--- src/rtl/sdram_tester_pkg.sv ---
// sdram_tester_pkg: shared types and helpers for the SDRAM self test.
// Holds the FSM state type, the address-derived pattern and counter width.
package sdram_tester_pkg;

  localparam int ERR_CNT_W = 16;

  typedef enum logic [2:0] {
    ST_IDLE  = 3'd0,
    ST_WRITE = 3'd1,
    ST_READ  = 3'd2,
    ST_DRAIN = 3'd3,
    ST_DONE  = 3'd4
  } tester_state_t;

  // Folds the address into DW bits and mixes in the seed; DW <= 32, AW <= 64.
  function automatic logic [31:0] pat(
    input logic [63:0] a,
    input logic [31:0] seed,
    input int          aw,
    input int          dw
  );
    logic [63:0] m_a;
    logic [63:0] m_d;
    logic [63:0] a_m;
    logic [63:0] r;
    m_a = (aw >= 64) ? '1 : ((64'd1 << aw) - 64'd1);
    m_d = (64'd1 << dw) - 64'd1;
    a_m = a & m_a;
    r   = (a_m & m_d) ^ ((a_m >> dw) & m_d) ^ ({32'd0, seed} & m_d);
    return r[31:0];
  endfunction

endpackage

--- src/rtl/sdram_tester_checker.sv ---
// sdram_tester_checker: read-back compare path of the SDRAM self test.
// Tracks the expected address, counts mismatches and keeps the first one.
module sdram_tester_checker
  import sdram_tester_pkg::*;
#(
  parameter int AW = 22,
  parameter int DW = 16
) (
  input  logic                 clk,
  input  logic                 reset,
  input  logic                 i_clr,
  input  logic                 i_active,
  input  logic                 i_rdv,
  input  logic [DW-1:0]        i_rdata,
  input  logic [DW-1:0]        i_seed,
  output logic [ERR_CNT_W-1:0] o_err_cnt,
  output logic [AW-1:0]        o_first_err_addr
);

  logic [AW-1:0]        r_exp_addr;
  logic [ERR_CNT_W-1:0] r_err_cnt;
  logic [AW-1:0]        r_first;
  logic [DW-1:0]        w_pat;
  logic                 w_take;
  logic                 w_miss;

  assign w_pat  = DW'(pat(64'(r_exp_addr), 32'(i_seed), AW, DW));
  assign w_take = i_active & i_rdv;
  assign w_miss = w_take && (i_rdata != w_pat);

  always_ff @(posedge clk) begin
    if (reset || i_clr) begin
      r_exp_addr <= '0;
      r_err_cnt  <= '0;
      r_first    <= '0;
    end else if (w_take) begin
      r_exp_addr <= r_exp_addr + AW'(1);
      if (w_miss) begin
        if (r_err_cnt != '1)
          r_err_cnt <= r_err_cnt + ERR_CNT_W'(1);
        if (r_err_cnt == '0)
          r_first <= r_exp_addr;
      end
    end
  end

  assign o_err_cnt        = r_err_cnt;
  assign o_first_err_addr = r_first;

endmodule

--- src/rtl/sdram_tester.sv ---
// sdram_tester: Avalon-MM write/read-back self test for the board SDRAM.
// Define SDRAM_TESTER_PIPELINE_EN to allow MAX_OUTSTANDING reads in flight.
module sdram_tester
  import sdram_tester_pkg::*;
#(
  parameter int AW              = 22,
  parameter int DW              = 16,
  parameter int LAST_ADDR       = 2**AW-1,
  parameter int MAX_OUTSTANDING = 8
) (
  input  logic                 clk,
  input  logic                 reset,
  input  logic                 start,
  input  logic [DW-1:0]        seed,
  output logic [AW-1:0]        avm_address,
  output logic                 avm_write,
  output logic [DW-1:0]        avm_writedata,
  output logic                 avm_read,
  input  logic                 avm_waitrequest,
  input  logic [DW-1:0]        avm_readdata,
  input  logic                 avm_readdatavalid,
  output logic                 busy,
  output logic                 done,
  output logic                 pass,
  output logic [15:0]          err_cnt,
  output logic [AW-1:0]        first_err_addr
);

`ifdef SDRAM_TESTER_PIPELINE_EN
  localparam int OW = $clog2(MAX_OUTSTANDING + 1);
  localparam int LIM = MAX_OUTSTANDING;
`else
  // One read in flight at a time; larger depths are capped.
  localparam int OW = 1;
  localparam int LIM = (MAX_OUTSTANDING < 1) ? MAX_OUTSTANDING : 1;
`endif

  localparam logic [OW-1:0] L_LIMIT = OW'(LIM);
  localparam logic [AW-1:0] L_LAST  = AW'(LAST_ADDR);

  tester_state_t r_state;
  logic [AW-1:0] r_addr;
  logic [DW-1:0] r_seed;
  logic [OW-1:0] r_outst;
  logic          r_pass;

  logic          w_active;
  logic          w_rdv;
  logic          w_dec;
  logic          w_wr_acc;
  logic          w_rd_acc;
  logic          w_clr;
  logic          w_last;
  logic [DW-1:0] w_wdata;
  logic [15:0]   w_err_cnt;

  assign w_active = (r_state == ST_READ) || (r_state == ST_DRAIN);
  assign w_rdv    = w_active & avm_readdatavalid;
  assign w_dec    = w_rdv && (r_outst != '0);
  assign w_clr    = (r_state == ST_IDLE) & start;
  assign w_last   = (r_addr == L_LAST);
  assign w_wdata  = DW'(pat(64'(r_addr), 32'(r_seed), AW, DW));

  assign avm_write     = (r_state == ST_WRITE);
  assign avm_read      = (r_state == ST_READ) && (r_outst < L_LIMIT);
  assign avm_address   = r_addr;
  assign avm_writedata = avm_write ? w_wdata : '0;
  assign w_wr_acc      = avm_write & ~avm_waitrequest;
  assign w_rd_acc      = avm_read & ~avm_waitrequest;

  always_ff @(posedge clk) begin
    if (reset) begin
      r_state <= ST_IDLE;
      r_addr  <= '0;
      r_seed  <= '0;
      r_pass  <= 1'b0;
    end else begin
      unique case (r_state)
        ST_IDLE: begin
          if (start) begin
            r_state <= ST_WRITE;
            r_seed  <= seed;
            r_addr  <= '0;
            r_pass  <= 1'b0;
          end
        end
        ST_WRITE: begin
          if (w_wr_acc) begin
            if (w_last) begin
              r_addr  <= '0;
              r_state <= ST_READ;
            end else begin
              r_addr <= r_addr + AW'(1);
            end
          end
        end
        ST_READ: begin
          if (w_rd_acc) begin
            r_addr <= r_addr + AW'(1);
            if (w_last)
              r_state <= ST_DRAIN;
          end
        end
        ST_DRAIN: begin
          if ((r_outst == '0) && !avm_readdatavalid) begin
            r_state <= ST_DONE;
            r_pass  <= (w_err_cnt == '0);
          end
        end
        ST_DONE:  r_state <= ST_IDLE;
        default:  r_state <= ST_IDLE;
      endcase
    end
  end

  always_ff @(posedge clk) begin
    if (reset || w_clr) begin
      r_outst <= '0;
    end else begin
      unique case ({w_rd_acc, w_dec})
        2'b10:   r_outst <= r_outst + OW'(1);
        2'b01:   r_outst <= r_outst - OW'(1);
        default: r_outst <= r_outst;
      endcase
    end
  end

  sdram_tester_checker #(
    .AW (AW),
    .DW (DW)
  ) u_checker (
    .clk              (clk),
    .reset            (reset),
    .i_clr            (w_clr),
    .i_active         (w_active),
    .i_rdv            (w_rdv),
    .i_rdata          (avm_readdata),
    .i_seed           (r_seed),
    .o_err_cnt        (w_err_cnt),
    .o_first_err_addr (first_err_addr)
  );

  assign busy    = w_active || (r_state == ST_WRITE);
  assign done    = (r_state == ST_DONE);
  assign pass    = r_pass;
  assign err_cnt = w_err_cnt;

endmodule

--- config.mk ---
export PLATFORM = sky130hd
export DESIGN_NAME = sdram_tester
export DESIGN_NICKNAME = d
export VERILOG_FILES = /design/src/rtl/sdram_tester_pkg.sv /design/src/rtl/sdram_tester_checker.sv /design/src/rtl/sdram_tester.sv
export SDC_FILE = /design/constraint.sdc
export NUM_CORES = 1
export LEC_CHECK = 0
export CORE_ASPECT_RATIO = 0.75
export CORE_MARGIN = 5
export CORE_UTILIZATION = 52
export CTS_CLUSTER_DIAMETER = 120
export DETAILED_ROUTE_END_ITERATION = 8
export PLACE_DENSITY = 0.84
export RECOVER_POWER = 25
export SYNTH_ARGS = -nofsm -noshare
export SYNTH_HDL_FRONTEND = slang
export SYNTH_SLANG_ARGS = --single-unit
--- constraint.sdc ---
create_clock -name clk -period 6.55 [get_ports clk]
set_clock_uncertainty 0.1 [all_clocks]
set_input_delay 1.31 -clock clk [delete_from_list [all_inputs] [get_ports clk]]
set_output_delay 1.31 -clock clk [all_outputs]
set_load 0.02 [all_outputs]
# ---- Yosys cells after proc, flatten, opt, wreduce, memory -nomap -nowiden
# Index checks and enable logic that the tools add are counted.
# W data, S select, Z words.
dict set report totals {
  out_inout_bits 81
  inputBits 37
  elab_cells 76
  ff_bits 103
}
dict set report op_classes {
  n_eq_ne 15
  n_reduce_logical 19
  addsub 5
  mux 17
  n_bitwise 11
  n_lt_le_gt_ge 1
}
# cell n
set op_table {}
lappend op_table {{$mux W22} 4}
lappend op_table {{$pmux W22 S3} 1}
lappend op_table {{$add A22 B1 Y22 const B} 2}
lappend op_table {{$xor A16 B16 Y16} 2}
lappend op_table {{$xor A16 B6 Y16} 2}
lappend op_table {{$eq A22 B22 Y1 const B} 1}
lappend op_table {{$mux W3} 6}
lappend op_table {{$add A16 B1 Y16 const B} 1}
lappend op_table {{$logic_not A16 Y1} 1}
lappend op_table {{$mux W16} 1}
lappend op_table {{$ne A16 B16 Y1} 1}
lappend op_table {{$ne A16 B16 Y1 const B} 1}
lappend op_table {{$pmux W3 S4} 1}
lappend op_table {{$reduce_and A3 Y1} 3}
lappend op_table {{$eq A3 B2 Y1 const B} 2}
lappend op_table {{$ne A2 B1 Y1 const B} 3}
lappend op_table {{$ne A2 B2 Y1 const B} 3}
lappend op_table {{$reduce_and A6 Y1} 1}
lappend op_table {{$and A1 B1 Y1} 5}
lappend op_table {{$logic_and A1 B1 Y1} 4}
lappend op_table {{$pmux W1 S2} 2}
lappend op_table {{$reduce_and A4 Y1} 1}
lappend op_table {{$reduce_bool A2 Y1} 2}
lappend op_table {{$eq A3 B1 Y1 const B} 1}
lappend op_table {{other kinds (13)} 17}

# ---- Depth between registers and ports, before layout
# Gate-level depths: netlist of the first run.
dict set report depth {
  ltp_word 6
  ltp_mapped 9
  ltp_nobuf 8
}

# ---- By module
# Synthesis of the first run repeated with hierarchy kept, for this count alone.
dict set report unflattened {
  hier_cells 651
  hier_area_um2 5390.2
}
# mod area_each_um2 seq_area_each_um2 cells_each n_inst
set by_module_without_submodules {}
lappend by_module_without_submodules {sdram_tester_checker 3099.2 1201.2 365 1}
lappend by_module_without_submodules {sdram_tester 2290.9 860.8 286 1}

# ---- Worst setup path after synthesis of the first run
# No wires, ideal clock.
dict set report synth_path {
  path_type {input to register}
  startpoint {in avm_readdata[10]}
  endpoint {reg u_checker.r_first[10], in the netlist u_checker.o_first_err_addr[10]}
  path_slack_ps 3490
  t_required_ps 6322
  setup_ps 128
  path_stages 7
  arrival_ps 2832
  n_path_buf 1
  cell_sequence {xnor2_1 -> xnor2_1 -> or4_4 -> o31ai_4 -> buf_6 -> mux2i_1 -> nor2_1}
}
dict set report synth_via {
  elab_chain_cells 3
}
# element line_no
set synth_rtl {}
lappend synth_rtl {{start: declaration} sdram_tester.sv:20} ;# input logic [DW-1:0] avm_readdata,
lappend synth_rtl {{$ne A16 B16 Y1} sdram_tester_checker.sv:29} ;# assign w_miss = w_take && (i_rdata != w_pat);
lappend synth_rtl {{$logic_and A1 B1 Y1} sdram_tester_checker.sv:29}
lappend synth_rtl {{$reduce_and A3 Y1 (no source line)} n/a}
lappend synth_rtl {{end signal: assignment} sdram_tester_checker.sv:42} ;# r_first <= r_exp_addr;
lappend synth_rtl {{end: declaration} sdram_tester_checker.sv:22} ;# logic [AW-1:0] r_first;
# Every way passes these cells.
# A chain may end at the register's enable or synchronous reset.

# ---- Worst setup path in the final report of the first run
dict set report layout_path {
  startpoint {in start}
  endpoint {reg u_checker.r_err_cnt[7], in the netlist u_checker.o_err_cnt[7]}
}
dict set report layout_via {
  elab_chain_cells 2
}
# element line_no
set layout_rtl {}
lappend layout_rtl {{start: declaration} sdram_tester.sv:13} ;# input logic start,
lappend layout_rtl {{$and A1 B1 Y1} sdram_tester.sv:60} ;# assign w_clr = (r_state == ST_IDLE) & start;
lappend layout_rtl {{$logic_or A1 B1 Y1} sdram_tester_checker.sv:32} ;# if (reset || i_clr) begin
lappend layout_rtl {{end signal: assignment} sdram_tester_checker.sv:40} ;# r_err_cnt <= r_err_cnt + ERR_CNT_W'(1);
lappend layout_rtl {{end: declaration} sdram_tester_checker.sv:21} ;# logic [ERR_CNT_W-1:0] r_err_cnt;
# Every way passes these cells.

==> reports/summary.json, run 1 <==
{
  "outcome": "completed",
  "critical_path.endpoint_type": "flop",
  "place_inst": 824,
  "die_width_um": 125,
  "final.period_utilization": 0.634,
  "power.switching_mw": 0.373,
  "tritoncts": "done",
  "worst_r2r_setup_slack_ns": 3.09,
  "synthesis.yosys.warnings": 0,
  "cts-htree-levels": 3,
  "cts.repair.resized": 0,
  "grt_pass1_vias": 4581,
  "route.detailed.vias_per_inst": 5.58,
  "synth_largest_area_cell": "dfxtp_1",
  "postCtsSetupBuffers": 0,
  "antennaDiodeCount": 0,
  "cts_inserted_buffers": 9,
  "wire_length_of_the_first_global_routing_pass_um": 22800,
  "post_route_cells_drive_above_1_share": 0.0339,
  "post_drt_wl_per_cell_um": 16.5,
  "grt_overflow_total": 0,
  "power.total_mw": 1.40,
  "worst_path_max_fanout": 61,
  "syn_avg_cell_area_um2": 8.51,
  "reg2regPathDepth": 5,
  "max-clock-path-buffers": 2,
  "cell_types_with_the_highest_counts_after_synthesis": "dfxtp_1 (103), nor2_1 (95), nand2_1 (65)",
  "vdd_drop_max_mv": 0.151,
  "route.antenna.remaining_nets": 0,
  "timing.critical_path.from_type": "primary input",
  "p_clk_frac": 0.387,
  "power.sequential.fraction": 0.473,
  "routed-via-count": 4691,
  "post_synth_inst_count": 607,
  "synth_ff_type": "dfxtp_1",
  "rsz0062_at_grt": "false",
  "setup_viol": 0,
  "synthesis.nets": 649,
  "report.final.hold_viol_count": 0,
  "chipHeight_um": 96.3,
  "ctsRootBufferMaster": "clkbuf_16",
  "postCtsHoldBufs": 0,
  "placeable_core_region_mm2": 0.00970,
  "max-cap-violations": 0,
  "global_route.usage.total": 0.234,
  "worst_hold_class": "reg -> reg",
  "clock_sinks": 103,
  "start_util": 0.533,
  "crit_arrival_ns": 4.31,
  "relSlewSlack": 0.157,
  "pin_count": 118,
  "synth-seq-cells": 103,
  "floorplan.rows": 31,
  "asyncSetResetFlopFracSynth": 0,
  "hold_depth": 2,
  "worst_tran_pin_value_ns": 1.26,
  "synthToLayoutAreaGrowth_pct": 29.0,
  "timing.final.max_slew_violations": 0,
  "num-nets-final": 745,
  "gp_routability_congestion": 0.909,
  "portBuffers": 117,
  "logic_gate_share_of_total_power": 0.140,
  "worstHoldStart": "u_checker.o_first_err_addr[15]",
  "netlist_area_mm2": 0.00517,
  "clock_insertion_delay_worst_skew_ns": 0.35,
  "place_area_mm2": 0.00636,
  "detail_route.wirelength_um": 13900,
  "synth_enable_flop_cells": 0,
  "hold_end": "u_checker.o_first_err_addr[15]",
  "die_outline_area_mm2": 0.0120,
  "netSwitchingFraction": 0.267,
  "drt-initial-drc-count": 408,
  "finalInstanceArea_mm2": 0.00666,
  "power_density_mw_per_mm2": 210,
  "dp.final_hpwl_um": 10100,
  "clkSlewWorstSetupHoldPaths_ns": 0.07,
  "maximum_number_of_pins_on_one_net_before_global_route_repair": 62,
  "initial_antenna_violation_count": 0,
  "critical_path_required_ns": 6.70,
  "synth_top_area_frac": 0.399,
  "final_cell_count_no_fill": 840,
  "timing.fmax_mhz": 241,
  "synth.yosys.seq_area_share": 0.399,
  "internal-power_mw": 1.02,
  "crit_type": "in -> reg",
  "setup_tns_ns": 0,
  "endpoint_of_the_lowest_slack_register_to_register_path": "u_checker.o_err_cnt[7]",
  "regToRegStartpoint": "r_state[1]",
  "synth_top_cells_by_area": "dfxtp_1 (40%), xnor2_1 (8.1%), nor2_1 (6.9%), xor2_1 (6.8%), nand2_1 (4.7%)",
  "detailedRoute.firstPassIterationCount": 5,
  "remaining_design_rule_violation_count": 0,
  "p_leak_nw": 2.56,
  "timing.hold.ws_ns": 0.397,
  "synthMostInstantiatedCell": "dfxtp_1",
  "min_period_ns": 4.16,
  "yosysUniqueCellTypes": 46
}
through the flow:
stage | util | worst slack, ns
6_report | 0.687 | 2.39
5_1_grt | 0.687 | 2.19
4_1_cts | 0.687 | 2.69
3_5_place_dp | 0.656 | 2.50
3_3_place_gp | 0.656 | 2.62
2_1_floorplan | - | 3.49
state kept, by name (all words and copies together) (netlist names):
name	count
avm_address	22
u_checker.o_first_err_addr	22
r_outst	1
r_seed	16
pass	1
u_checker.r_exp_addr	22
u_checker.o_err_cnt	16
r_state	3
layout make-up:
class / count / area, um^2
fill: 768 / 3030
timing repair buffer: 118 / 1180
clock buffer: 10 / 229
tap: 132 / 165
inverter: 7 / 26.3
sequential: 103 / 2060
clock inverter: 6 / 70.1
multi-input combinational: 464 / 2930
power groups by stage:
stage | sequential, mW | clock, mW | combinational, mW
floorplan | 0.669 | 0 | 0.131
detailed placement | 0.675 | 0 | 0.194
global placement | 0.674 | 0 | 0.189
CTS | 0.661 | 0.546 | 0.195
global route | 0.662 | 0.572 | 0.212
finish | 0.661 | 0.540 | 0.195
per-layer routing:
layer / routed length, um / GRT usage
met1: 6110 / 0.302
met2: 6360 / 0.377
met3: 1140 / 0.0743
met4: 253 / 0.0749
met5: 0 / 0
worst max path at each step:
| stage | endpoint | cells after the start | start | slack, ns |
|---|---|---|---|---|
| floorplan | u_checker.o_first_err_addr[10] | 7 | avm_readdata[10] | 3.49 |
| global placement | u_checker.o_err_cnt[14] | 7 | avm_readdata[10] | 2.62 |
| detailed placement | u_checker.o_err_cnt[7] | 7 | avm_readdata[6] | 2.50 |
| CTS | avm_writedata[12] | 4 | r_state[0] | 2.69 |
| global route | u_checker.o_err_cnt[0] | 5 | start | 2.19 |
| finish | u_checker.o_err_cnt[7] | 5 | start | 2.39 |
cells by family after synthesis:
family                     Yosys count  share of synthesized area
DFF                                103                      0.399
buffers and inverters               40                     0.0337
muxes                               23                     0.0446
AOI/OAI and AO/OA                   71                     0.0836
and+or+nand+nor                    271                      0.252
xor gates and xnor gates            94                      0.175
adders and majority gates            5                     0.0121
critical path, cell delays in order:
cell and delay, ns:
clkdlybuf4s50_1 0.40, nand2_1 0.23, or2_0 0.99, nand2b_2 0.96
a21oi_1 0.40
cells in the final DEF (no fill, tap or decap), types with 2 or more instances in the layout:
| cell | n |
|---|---|
| clkbuf_16 | 9 |
| and4_1 | 4 |
| nand4_1 | 25 |
| nor2b_1 | 2 |
| or4_1 | 7 |
| mux2i_1 | 23 |
| inv_1 | 7 |
| or3_1 | 11 |
| clkdlybuf4s50_1 | 72 |
| nand2b_1 | 4 |
| clkinv_4 | 3 |
| xnor3_1 | 6 |
| a21oi_1 | 40 |
| and2_1 | 6 |
| o21bai_1 | 2 |
| o31ai_1 | 7 |
| nand3_1 | 19 |
| dlygate4sd3_1 | 45 |
| ha_1 | 5 |
| nor4b_1 | 2 |
| nor3_1 | 9 |
| xnor2_1 | 48 |
| and3_1 | 7 |
| o21ai_0 | 10 |
| nor2_1 | 95 |
| xor2_1 | 40 |
| a31oi_1 | 2 |
| a21o_1 | 2 |
| dfxtp_1 | 103 |
| nor4_1 | 6 |
| nand2_1 | 65 |
Note: power is estimated with default switching activity, not from simulation.
==> inputs of run 2 (changes only) <==
--- a/config.mk
+++ b/config.mk
@@ -7,10 +7,10 @@
 export LEC_CHECK = 0
 export CORE_ASPECT_RATIO = 0.75
 export CORE_MARGIN = 5
-export CORE_UTILIZATION = 52
+export CORE_UTILIZATION = 51
 export CTS_CLUSTER_DIAMETER = 120
 export DETAILED_ROUTE_END_ITERATION = 8
-export PLACE_DENSITY = 0.84
+export PLACE_DENSITY = 0.83
 export RECOVER_POWER = 25
 export SYNTH_ARGS = -nofsm -noshare
 export SYNTH_HDL_FRONTEND = slang
==> constraint.sdc (replaced) <==
create_clock -name clk -period 4 [get_ports clk]
set_clock_uncertainty 0.1 [all_clocks]
set_input_delay 0.8 -clock clk [delete_from_list [all_inputs] [get_ports clk]]
set_output_delay 0.8 -clock clk [all_outputs]
set_load 0.02 [all_outputs]
==> run 2 against run 1 <==
Utilization rose by 0.31 points. Setup slack got worse by 1.9 ns. Routed wire length rose by 2.4%. Largest cell class unchanged. Global-route usage fell by 0.44 points. Via count rose by 1.4%. First-iteration DRC count rose by 13%. Register-to-register slack got worse by 2.1 ns. Worst hold slack got worse by 0.0025 ns. Die area rose by 1.8%. Critical path type is now reg -> out. Combinational power rose by 69%. Final cell count rose by 0.83%. Critical endpoint is now avm_writedata[9]. Critical path depth fell by 1.
==> reports/summary.json, run 2 (synthesized netlist as in run 1, its figures left out) <==
{
  "drt-initial-drc-count": {"value": 463, "change": "+13%"},
  "pin_count": {"value": 118, "change": "unchanged"},
  "ctsRootBufferMaster": "clkbuf_16",
  "critical_path.endpoint_type": "primary output",
  "regToRegStartpoint": "r_state[1]",
  "layout.core_utilization": {"value": 0.690, "change": "+0.00312"},
  "worst_path_max_fanout": {"value": 17, "change": "-72%"},
  "die_width": {"value": 126, "unit": "um", "change": "+0.90%"},
  "endpoint_of_the_lowest_slack_register_to_register_path": "u_checker.r_exp_addr[12]",
  "route.antenna.remaining_nets": {"value": 0, "change": "unchanged"},
  "cts-htree-levels": {"value": 3, "change": "unchanged"},
  "max-cap-violations": {"value": 0, "change": "unchanged"},
  "grt_pass1_vias": {"value": 4626, "change": "+0.98%"},
  "min_period_ns": 3.53,
  "crit_arrival": {"value": 2.63, "unit": "ns", "change": "-1.68 ns"},
  "most-common-layout-cells": "dfxtp_1 (103), nor2_1 (95), clkdlybuf4s50_1 (80)",
  "grt_overflow_total": {"value": 0, "change": "unchanged"},
  "final.period_utilization": 0.882,
  "die_outline_area": {"value": 0.0123, "unit": "mm^2", "change": "+1.8%"},
  "post_drt_wl_per_cell": {"value": 16.8, "unit": "um", "change": "+1.5%"},
  "worstSetupStartpoint": "r_state[0]",
  "timing.fmax_mhz": 283,
  "p_clk_frac": {"value": 0.398, "change": "+0.011"},
  "dp.final_hpwl": {"value": 10500, "unit": "um", "change": "+3.2%"},
  "crit_type": "reg -> out",
  "relSlewSlack": {"value": 0.220, "change": "+0.0631"},
  "remaining_design_rule_violation_count": {"value": 0, "change": "unchanged"},
  "fillers": {"value": 770, "change": "+0.26%"},
  "num-nets-final": {"value": 753, "change": "+1.1%"},
  "routed-via-count": {"value": 4756, "change": "+1.4%"},
  "worst_tran_pin_value": {"value": 1.17, "unit": "ns", "change": "-0.0946 ns"},
  "worst_hold_class": "reg -> reg",
  "chipHeight": {"value": 97.2, "unit": "um", "change": "+0.88%"},
  "timing.final.max_slew_violations": {"value": 0, "change": "unchanged"},
  "place_inst": {"value": 832, "change": "+0.97%"},
  "worst_r2r_setup_slack": {"value": 1.02, "unit": "ns", "change": "-2.07 ns"},
  "maximum_number_of_pins_on_one_net_before_global_route_repair": {"value": 45, "change": "-27%"},
  "clock_insertion_delay_worst_skew": {"value": 0.35, "unit": "ns", "change": "about the same"},
  "reg2regPathDepth": {"value": 6, "change": "+1"},
  "outcome": "completed",
  "cts.repair.resized": {"value": 0, "change": "unchanged"},
  "postCtsHoldBufs": {"value": 0, "change": "unchanged"},
  "report.final.hold_viol_count": {"value": 0, "change": "unchanged"},
  "crit_path_end": "avm_writedata[9]",
  "netSwitchingFraction": {"value": 0.252, "change": "-0.0152"},
  "max-clock-path-buffers": {"value": 2, "change": "unchanged"},
  "gp_routability_congestion": {"value": 0.925, "change": "+1.7%"},
  "setup_viol": {"value": 0, "change": "unchanged"},
  "vdd_drop_max": {"value": 0.274, "unit": "mV", "change": "+81%"},
  "internal-power": {"value": 1.76, "unit": "mW", "change": "+72%"},
  "clock_sinks": {"value": 103, "change": "unchanged"},
  "layout_commonest_cell": "dfxtp_1",
  "p_leak": {"value": 2.57, "unit": "nW", "change": "+0.44%"},
  "placeable_core_region": {"value": 0.00977, "unit": "mm^2", "change": "+0.80%"},
  "power.sequential.fraction": {"value": 0.461, "change": "-0.012"},
  "detailedRoute.firstPassIterationCount": {"value": 5, "change": "unchanged"},
  "post-place-ws": {"value": 0.739, "unit": "ns", "change": "-1.77 ns"},
  "route.detailed.vias_per_inst": {"value": 5.62, "change": "+0.55%"},
  "timing.critical_path.from_type": "flop",
  "final.setup.worst_slack": {"value": 0.472, "unit": "ns", "change": "-1.92 ns"},
  "portBuffers": {"value": 117, "change": "unchanged"},
  "rsz0062_at_grt": "false",
  "initial_antenna_violation_count": {"value": 0, "change": "unchanged"},
  "synthToLayoutAreaGrowth_pct": 30.6,
  "start_util": {"value": 0.529, "change": "-0.00423"},
  "tritoncts": "done",
  "power_density": {"value": 348, "unit": "mW/mm^2", "change": "+66%"},
  "antennaDiodeCount": {"value": 0, "change": "unchanged"},
  "floorplan.rows": {"value": 31, "change": "unchanged"},
  "global_route.usage.total": {"value": 0.230, "change": "-0.00438"},
  "final_cell_count_no_fill": {"value": 847, "change": "+0.83%"},
  "clkSlewWorstSetupHoldPaths": {"value": 0.06, "unit": "ns", "change": "about the same"},
  "critical_path_required": {"value": 3.10, "unit": "ns", "change": "-3.60 ns"},
  "wire_length_of_the_first_global_routing_pass": {"value": 23200, "unit": "um", "change": "+1.8%"},
  "cts_inserted_buffers": {"value": 9, "change": "unchanged"},
  "setup_tns": {"value": 0, "unit": "ns", "change": "unchanged"},
  "postCtsSetupBuffers": {"value": 0, "change": "unchanged"},
  "logic_gate_share_of_total_power": {"value": 0.140, "change": "about the same"},
  "post_route_cells_drive_above_1_share": {"value": 0.0406, "change": "+0.00666"},
  "detail_route.wirelength": {"value": 14200, "unit": "um", "change": "+2.4%"},
  "power.switching": {"value": 0.591, "unit": "mW", "change": "+59%"}
}
run 2: changes by cell type in the layout (fill, tap and decap cells not counted), sizes merged:
cell | before | now
clkinvlp | 0 | 1
clkinv | 4 | 0
dlygate4sd3 | 45 | 37
bufinv | 1 | 2
clkdlybuf4s50 | 72 | 80
clkbuf | 10 | 13
buf | 1 | 8
inv | 8 | 7
run 2: final cells by class:
cell class	count	area, um^2	area share
clock buffer	12	246	0.0365
multi-input combinational	464	2930	0.435
timing repair buffer	126	1250	0.185
clock inverter	3	67.6	0.0100
inverter	7	26.3	0.00389
tap	132	165	0.0245
sequential	103	2060	0.306
run 2: per-stage QoR:
| stage | power, mW | hold WS [ns] | cell area (um^2) |
|---|---|---|---|
| 6_report | 2.35 | 0.394 | 6750 |
| 5_1_grt | 2.44 | 0.418 | 6750 |
| 4_1_cts | 2.36 | 0.404 | 6750 |
| 3_5_place_dp | 1.43 | 0.392 | 6440 |
| 3_3_place_gp | 1.42 | 0.381 | 6440 |
| 2_1_floorplan | 1.31 | 0.372 | 5170 |
run 2: worst min path at each step:
stage | from | end | slack (ns) | cells past startpoint
global route | r_seed[4] | r_seed[4] | 0.42 | 2
finish | u_checker.o_first_err_addr[20] | u_checker.o_first_err_addr[20] | 0.39 | 2
CTS | r_seed[9] | r_seed[9] | 0.40 | 2
detailed placement | u_checker.o_first_err_addr[20] | u_checker.o_first_err_addr[20] | 0.39 | 2
global placement | u_checker.o_first_err_addr[15] | u_checker.o_first_err_addr[15] | 0.38 | 2
floorplan | r_seed[0] | r_seed[0] | 0.37 | 2
run 2: metal layers:
metal  routed length, um  track usage
met5                   0            0
met2                6480        0.363
met3                1160       0.0626
met4                 218       0.0627
met1                6320        0.310
run 2: power by group through the flow:
stage	registers (mW)	clock network, mW	logic, mW
after global placement	1.10	0	0.320
after floorplan	1.09	0	0.215
after detailed placement	1.11	0	0.328
final	1.08	0.935	0.330
after CTS	1.08	0.943	0.330
after global routing	1.09	0.998	0.357
run 2: critical path, stage by stage (launching register included):
cell and delay [ns]:
dfxtp_1 0.54, nor2b_1 0.38, nand2b_1 0.46, nor2_1 0.26, clkdlybuf4s50_1 0.63
